$ cat config.mk
export PLATFORM = sky130hd
export DESIGN_NAME = ezp_pkt_builder
export DESIGN_NICKNAME = d
export VERILOG_FILES = /design/src/rtl/ezp_pkt_builder.sv
export SDC_FILE = /design/constraint.sdc
export NUM_CORES = 1
export LEC_CHECK = 0
export BUFFER_PORTS_ARGS = -buffer_cell sky130_fd_sc_hd__buf_2
export CAP_MARGIN = 20
export CORE_MARGIN = 2
export CORE_UTILIZATION = 45
export CTS_BUF_LIST = sky130_fd_sc_hd__clkbuf_8 sky130_fd_sc_hd__clkbuf_16
export CTS_CLUSTER_SIZE = 40
export DETAILED_ROUTE_END_ITERATION = 8
export PLACE_DENSITY = 0.69
export SKIP_CTS_REPAIR_TIMING = 1
export SLEW_MARGIN = 20
export SYNTH_ARGS = -nofsm -noshare
export SYNTH_HDL_FRONTEND = slang
export SYNTH_SLANG_ARGS = --single-unit
$ cat constraint.sdc
create_clock -name clk -period 2.9 [get_ports clk]
set_input_delay 0.87 -clock clk [delete_from_list [all_inputs] [get_ports clk]]
set_output_delay 0.87 -clock clk [all_outputs]
set_load 0.02 [all_outputs]
$ cat src/rtl/ezp_pkt_builder.sv
// EZPack packet framer: collects a header and a byte stream of payload and
// builds the flat {END, CHK, PD, LEN, TYPE, START} vector for ezp_uart_tx.
module ezp_pkt_builder #(
   parameter logic [7:0] START_BYTE = 8'hAA,
   parameter logic [7:0] END_BYTE   = 8'h55,
   parameter int         MAX_PD_LEN = 2,
   parameter int         MAX_PKTLEN = MAX_PD_LEN + 5
) (
   input  logic                      clk,
   input  logic                      rst,
   input  logic                      i_hdr_valid,
   input  logic [7:0]                i_hdr_type,
   input  logic [7:0]                i_hdr_len,
   output logic                      o_hdr_ready,
   input  logic [7:0]                i_pd_data,
   input  logic                      i_pd_valid,
   output logic                      o_pd_ready,
   output logic [8*MAX_PKTLEN-1:0]   o_data,
   output logic                      o_valid,
   input  logic                      i_ready,
   output logic                      o_len_err
);

   localparam logic [7:0] MAX_LEN_B = 8'(MAX_PD_LEN);
   localparam int         TYPE_LSB  = 8;
   localparam int         LEN_LSB   = 16;
   localparam int         PD_LSB    = 24;
   localparam int         CHK_LSB   = 8 * (MAX_PKTLEN - 2);
   localparam int         END_LSB   = 8 * (MAX_PKTLEN - 1);

   typedef enum logic [1:0] {
      IDLE    = 2'd0,
      COLLECT = 2'd1,
      EMIT    = 2'd2
   } state_e;

   state_e                    state_q, state_d;
   logic [8*MAX_PKTLEN-1:0]   data_q, data_d;
   logic [7:0]                count_q, count_d;
   logic [7:0]                sum_q, sum_d;
   logic [7:0]                len_q, len_d;
   logic                      len_err_q, len_err_d;

   // NOTE: every variable gets its hold value before the case statement, so
   // no path through the block leaves one unassigned and no latch is inferred.
   always_comb begin
      state_d   = state_q;
      data_d    = data_q;
      count_d   = count_q;
      sum_d     = sum_q;
      len_d     = len_q;
      len_err_d = 1'b0;

      unique case (state_q)
         IDLE: begin
            if (i_hdr_valid) begin
               if (i_hdr_len > MAX_LEN_B) begin
                  len_err_d = 1'b1;
               end else begin
                  data_d                   = '0;
                  data_d[7:0]              = START_BYTE;
                  data_d[TYPE_LSB +: 8]    = i_hdr_type;
                  data_d[LEN_LSB +: 8]     = i_hdr_len;
                  len_d                    = i_hdr_len;
                  count_d                  = 8'd0;
                  sum_d                    = i_hdr_type + i_hdr_len;
                  if (i_hdr_len == 8'd0) begin
                     // Empty packet: header alone completes the frame.
                     data_d[CHK_LSB +: 8] = i_hdr_type + i_hdr_len;
                     data_d[END_LSB +: 8] = END_BYTE;
                     state_d              = EMIT;
                  end else begin
                     state_d              = COLLECT;
                  end
               end
            end
         end

         COLLECT: begin
            if (i_pd_valid) begin
               for (int k = 0; k < MAX_PD_LEN; k++) begin
                  if (count_q == 8'(k)) begin
                     data_d[PD_LSB + 8*k +: 8] = i_pd_data;
                  end
               end
               sum_d   = sum_q + i_pd_data;
               count_d = count_q + 8'd1;
               if (count_q == len_q - 8'd1) begin
                  data_d[CHK_LSB +: 8] = sum_q + i_pd_data;
                  data_d[END_LSB +: 8] = END_BYTE;
                  state_d              = EMIT;
               end
            end
         end

         EMIT: begin
            if (i_ready) begin
               state_d = IDLE;
            end
         end

         default: begin
            state_d = IDLE;
         end
      endcase
   end

   // NOTE: state registers use non-blocking assignments so every flop samples
   // the pre-edge value of every other flop, independent of block ordering.
   // The packet vector is a small register set, so it is reset with the rest.
   always_ff @(posedge clk or negedge rst) begin
      if (!rst) begin
         state_q   <= IDLE;
         data_q    <= '0;
         count_q   <= 8'd0;
         sum_q     <= 8'd0;
         len_q     <= 8'd0;
         len_err_q <= 1'b0;
      end else begin
         state_q   <= state_d;
         data_q    <= data_d;
         count_q   <= count_d;
         sum_q     <= sum_d;
         len_q     <= len_d;
         len_err_q <= len_err_d;
      end
   end

   assign o_hdr_ready = (state_q == IDLE);
   assign o_pd_ready  = (state_q == COLLECT);
   assign o_valid     = (state_q == EMIT);
   assign o_data      = data_q;
   assign o_len_err   = len_err_q;

endmodule

; After elaboration in Yosys (flattened, before gate mapping)
; Cells that the tools add are included.
[word_totals]
reg_bits = 79
latchBits = 0
mem_bits_rw = 0
mem_bits_ro = 0
input_bits = 29
out_inout_bits = 60
word_cells = 62
n_memories = 0
[op_classes]
n_addsub = 4
n_mul = 0
div = 0
n_lt_le_gt_ge = 1
n_eq_ne = 11
shift = 0
n_mux = 26
n_bitwise = 1
n_reduce_logical = 10
[op_table]
columns = operator, count
row1 = 56-bit 2-to-1 mux, 2
row2 = 8-bit 2-to-1 mux, 8
row3 = 32-bit case mux with 2 select lines, 1
row4 = 32-bit 2-to-1 mux, 1
row5 = 8-bit case mux with 2 select lines, 2
row6 = 5-bit AND reduction, 4
row7 = 8-bit adder, 2
row8 = 8-bit logical NOT, 2
row9 = 16-bit 2-to-1 mux, 1
row10 = 15-bit 2-to-1 mux, 1
row11 = 2-bit 2-to-1 mux, 6
row12 = "8-bit by 1-bit adder with 8-bit output, second input constant", 1
row13 = "8-bit by 1-bit equality test with 1-bit output, second input constant", 1
row14 = 8-bit equality test, 1
row15 = "8-bit by 2-bit > comparator with 1-bit output, second input constant", 1
row16 = "2-bit by 1-bit inequality test with 1-bit output, second input constant", 4
row17 = "8-bit by 1-bit subtractor with 8-bit output, second input constant", 1
row18 = "2-bit inequality test, second input constant", 3
row19 = 2-bit case mux with 3 select lines, 1
row20 = 4-bit AND reduction, 1
row21 = 1-bit 2-to-1 mux, 3
row22 = 3-bit AND reduction, 1
row23 = "2-bit by 1-bit equality test with 1-bit output, second input constant", 1
row24 = "2-bit equality test, second input constant", 1
row25 = 3 further kinds, 3

; Logic depth before layout (Yosys ltp)
[depth]
ltp_word = 5
ltp_mapped = 9
mapped_depth_nobuf = 9

; Worst setup path after synthesis
; OpenSTA, ideal clock, no wires.
[synth_path]
kind = input port to flip-flop
from = in i_hdr_type[1]
to = reg data_q[47] (netlist: o_data[47])
setup_ns = 0.065
arrival_ns = 2.520
t_required_ns = 2.835
path_slack_ns = 0.315
path_stages = 7
n_path_buf = 0
cell_sequence = ha_1 > a211oi_1 > o21bai_1 > a2111oi_0 > nor4_1 > nor4_1 > o22a_1
[synth_between]
elab_chain_len = 5
[synth_lines]
columns = item, line
row1 = "start, declared", 12  ; input logic [7:0] i_hdr_type,
row2 = 8-bit adder, 69  ; data_d[CHK_LSB +: 8] = i_hdr_type + i_hdr_len;
row3 = 15-bit 2-to-1 mux, 67  ; if (i_hdr_len == 8'd0) begin
row4 = 56-bit 2-to-1 mux, 57  ; if (i_hdr_len > MAX_LEN_B) begin
row5 = 56-bit 2-to-1 mux, 56  ; if (i_hdr_valid) begin
row6 = 32-bit case mux with 2 select lines, 54  ; unique case (state_q)
row7 = "end signal, assigned", 121  ; data_q <= data_d;
row8 = "end, declared", 38  ; logic [8*MAX_PKTLEN-1:0] data_q, data_d;
; Every way passes these cells. The select of a mux whose other input is x is not followed.
; A chain may end at the register's enable or synchronous reset.

; Final worst setup path
; Same ends and word-level chain as after synthesis.

==> impl_metrics.tcl <==
set metrics [dict create \
    path_common_cell "nor4_1" \
    holdWs_ns 0.493 \
    synth_top_area_cell "dfrtp_1" \
    clock_latency_ns 0.34 \
    htreeDepth 3 \
    post_drt_wl_per_cell_um 15.0 \
    post-place-ws_ns 0.0607 \
    finalCriticalPeriod_ns 2.53 \
    grt_max_degree 38 \
    ys_seq_area_share_pct 41.6 \
    drv_cap 0 \
    multi_input_area_um2 1920 \
    fp.dieW_um 94.3 \
    synth.area.top_cells "dfrtp_1 42%, mux2_2 7.4%, ha_1 6.1%" \
    tightest_slew_ns 0.630 \
    wl_um 8340 \
    vdd_drop_max_uv 364 \
    post-route-util_pct 56.0 \
    yosys-top-cells-count "61 x dfrtp_1, 29 x nor2_1, 24 x mux2_2" \
    grt_pass1_vias 2762 \
    layout.nets 499 \
    period_share_pct 87.3 \
    drive_gt1_share_pct 32.7 \
    ctsLongestPathBuffers 2 \
    ys_types 57 \
    synth_mux_area_share_pct 8.73 \
    clock_sinks 61 \
    area_growth_pct 19.2 \
    cts_buffers 9 \
    crit_path_start_kind "input pin" \
    antenna_found_initial 0 \
    slowest_delay_ns 0.43 \
    path_class "in -> reg" \
    clk_pin_slew_ns 0.07 \
    skew_ns 0.0116 \
    synth-seq-cells 61 \
    ioPinCount 89 \
    dp_hpwl_um 6300 \
    async_flop_share_pct 100 \
    finalHoldViolCount 0 \
    leakagePower_nw 2.21 \
    slew_headroom_pct 58.0 \
    hp-class "reg -> reg" \
    path_max_fanout 3 \
    insertedDiodeCount 0 \
    path_delay_family "compound AO/OA/AOI/OAI gates" \
    synth_top_family_by_area "simple AND/OR/NAND/NOR gates" \
    cp-end-kind "flip-flop" \
    syn-cell-area_um2 3670 \
    cts_root_buffer "clkbuf_8" \
    viasPerCell 5.25 \
    tns_ns 0 \
    grt_use_total_pct 19.9 \
    critPathBufInv 2 \
    slew_violations 0 \
    fin_ws_ns 0.368 \
    cts_tree "built" \
    cp.required_ns 3.17 \
    yosysMostFrequentCell "dfrtp_1" \
    synth_compound_area_share_pct 15.0 \
    synth_area_per_cell_um2 10.0 \
    ys.warnings.count 0 \
    start_util_pct 47.0 \
    synth_adder_area_share_pct 7.23 \
    outcome "finished clean" \
    crit_slowest_cell "a2111oi_0" \
    rsz0062_at_grt "false" \
    timing.reg2reg.setup_slack_ns 0.49 \
    drt-initial-drc-count 157 \
    synth-main-ff-cell "dfrtp_1" \
    setup_viol 0 \
    grt_pass1_wl_um 13600 \
    synth_edf_count 0 \
    routabilityCongestion 0.829 \
    max_freq_ghz 0.395 \
    coreArea_um2 7810 \
    synth_top_area_share_pct 41.6 \
    vias 2923 \
    drc 0 \
    syn_inst 366 \
    arrival_ns 2.81 \
    synth_xor_area_share_pct 4.77 \
    seqCellArea_um2 1530 \
    rows 32 \
    path_cells "buf_2, ha_1, a211oi_1, o21bai_1, a2111oi_0, buf_4, nor4_1, nor4_1, o22a_1" \
    dr.pass1.iters 4 \
    grt-ovfl-total 0 \
    die_y_um 94.3 \
    synth-simple-area-share_pct 15.9 \
    fill_cells 728 \
    p_per_area_nw_per_um2 773 \
    die-area_um2 8900 \
    antenna_left 0 \
    port_buffers 80 \
]
## area by class of cell
type / count / area share, %
multi-input cells: 270 / 44.0
flip-flops and latches: 61 / 34.9
repair buffers: 94 / 11.8
clock buffers: 11 / 3.46
well taps: 102 / 2.92
clock inverters: 5 / 1.69
inverters: 14 / 1.20
## worst register-to-register path, delay by kind of cell (launching register included)
family | cells | cell delay [ns]
AOI/OAI and AO/OA | 3 | 0.67
adders and majority gates | 1 | 0.22
buffers and inverters | 1 | 0.08
DFF | 1 | 0.44
muxes | 1 | 0.31
and+or+nand+nor | 2 | 0.57
## through the flow
stage | power [mW] | area, um2 | cells
detailed placement | 2.54 | 4150 | 541
floorplan | 2.17 | 3700 | 373
finish | 3.38 | 4370 | 557
global route | 3.62 | 4370 | 557
global placement | 2.50 | 4150 | 541
CTS | 3.41 | 4370 | 557
## cell usage in the layout (no fill, tap or decap), drive strengths merged, types with 3 or more instances in the layout
master  netlist  final
nor2         29     29
conb          1      8
o21ai        23     23
a211oi        8      8
xnor2        13     13
inv          14     15
nor4          5      5
xor2          7      7
dfrtp        61     61
clkbuf       10     11
nand3         6      6
nor3         10     10
and2          9      9
a21oi        23     23
a21o          5      5
o21bai        3      3
nand4         5      5
nand2        22     22
nor2b         7      7
a31oi         7      7
mux2         26     26
buf          18     94
ha           18     18
nand2b        5      5
and3          3      3
## logic make-up after synthesis
family / after synthesis
AOI/OAI and AO/OA: 82
buffers and inverters: 42
DFF: 61
adders and majority gates: 20
muxes: 28
and+or+nand+nor: 112
xor gates and xnor gates: 20
other: 1
## routing by layer
metal	up-vias	part of all wire, %	routed length, um	track usage, %
met5	-	0	0	0
met4	0	1.1	91	6.52
met3	9	5.8	487	4.33
met2	83	44	3690	30.4
met1	1383	49	4080	28.2
li1	1448	-	-	-
## state kept, by name, summed over array words and instances, names as in the netlist
register,flops
len_q,8
sum_q,8
state_q,2
count_q,8
o_len_err,1
o_data,34
## final timing paths
kind                                     from    endpoint  depth (start not counted)
worst max-delay path            i_hdr_type[1]  o_data[47]                          9
worst min-delay path                 sum_q[2]    sum_q[2]                          1
worst max register to register       len_q[0]  o_data[54]                          8
worst min register to register       sum_q[2]    sum_q[2]                          1
max in group asynchronous                 rst  o_data[39]                          2
min in group asynchronous                 rst  o_data[11]                          1
## where the power goes
group          leakage [nW]  switching, mW  internal [mW]
Clock                 0.121          0.331          0.525
Combinational          1.28          0.769          0.549
Sequential            0.804          0.156           1.05
Total                  2.21           1.26           2.12
(Power assumes the default switching activity.)
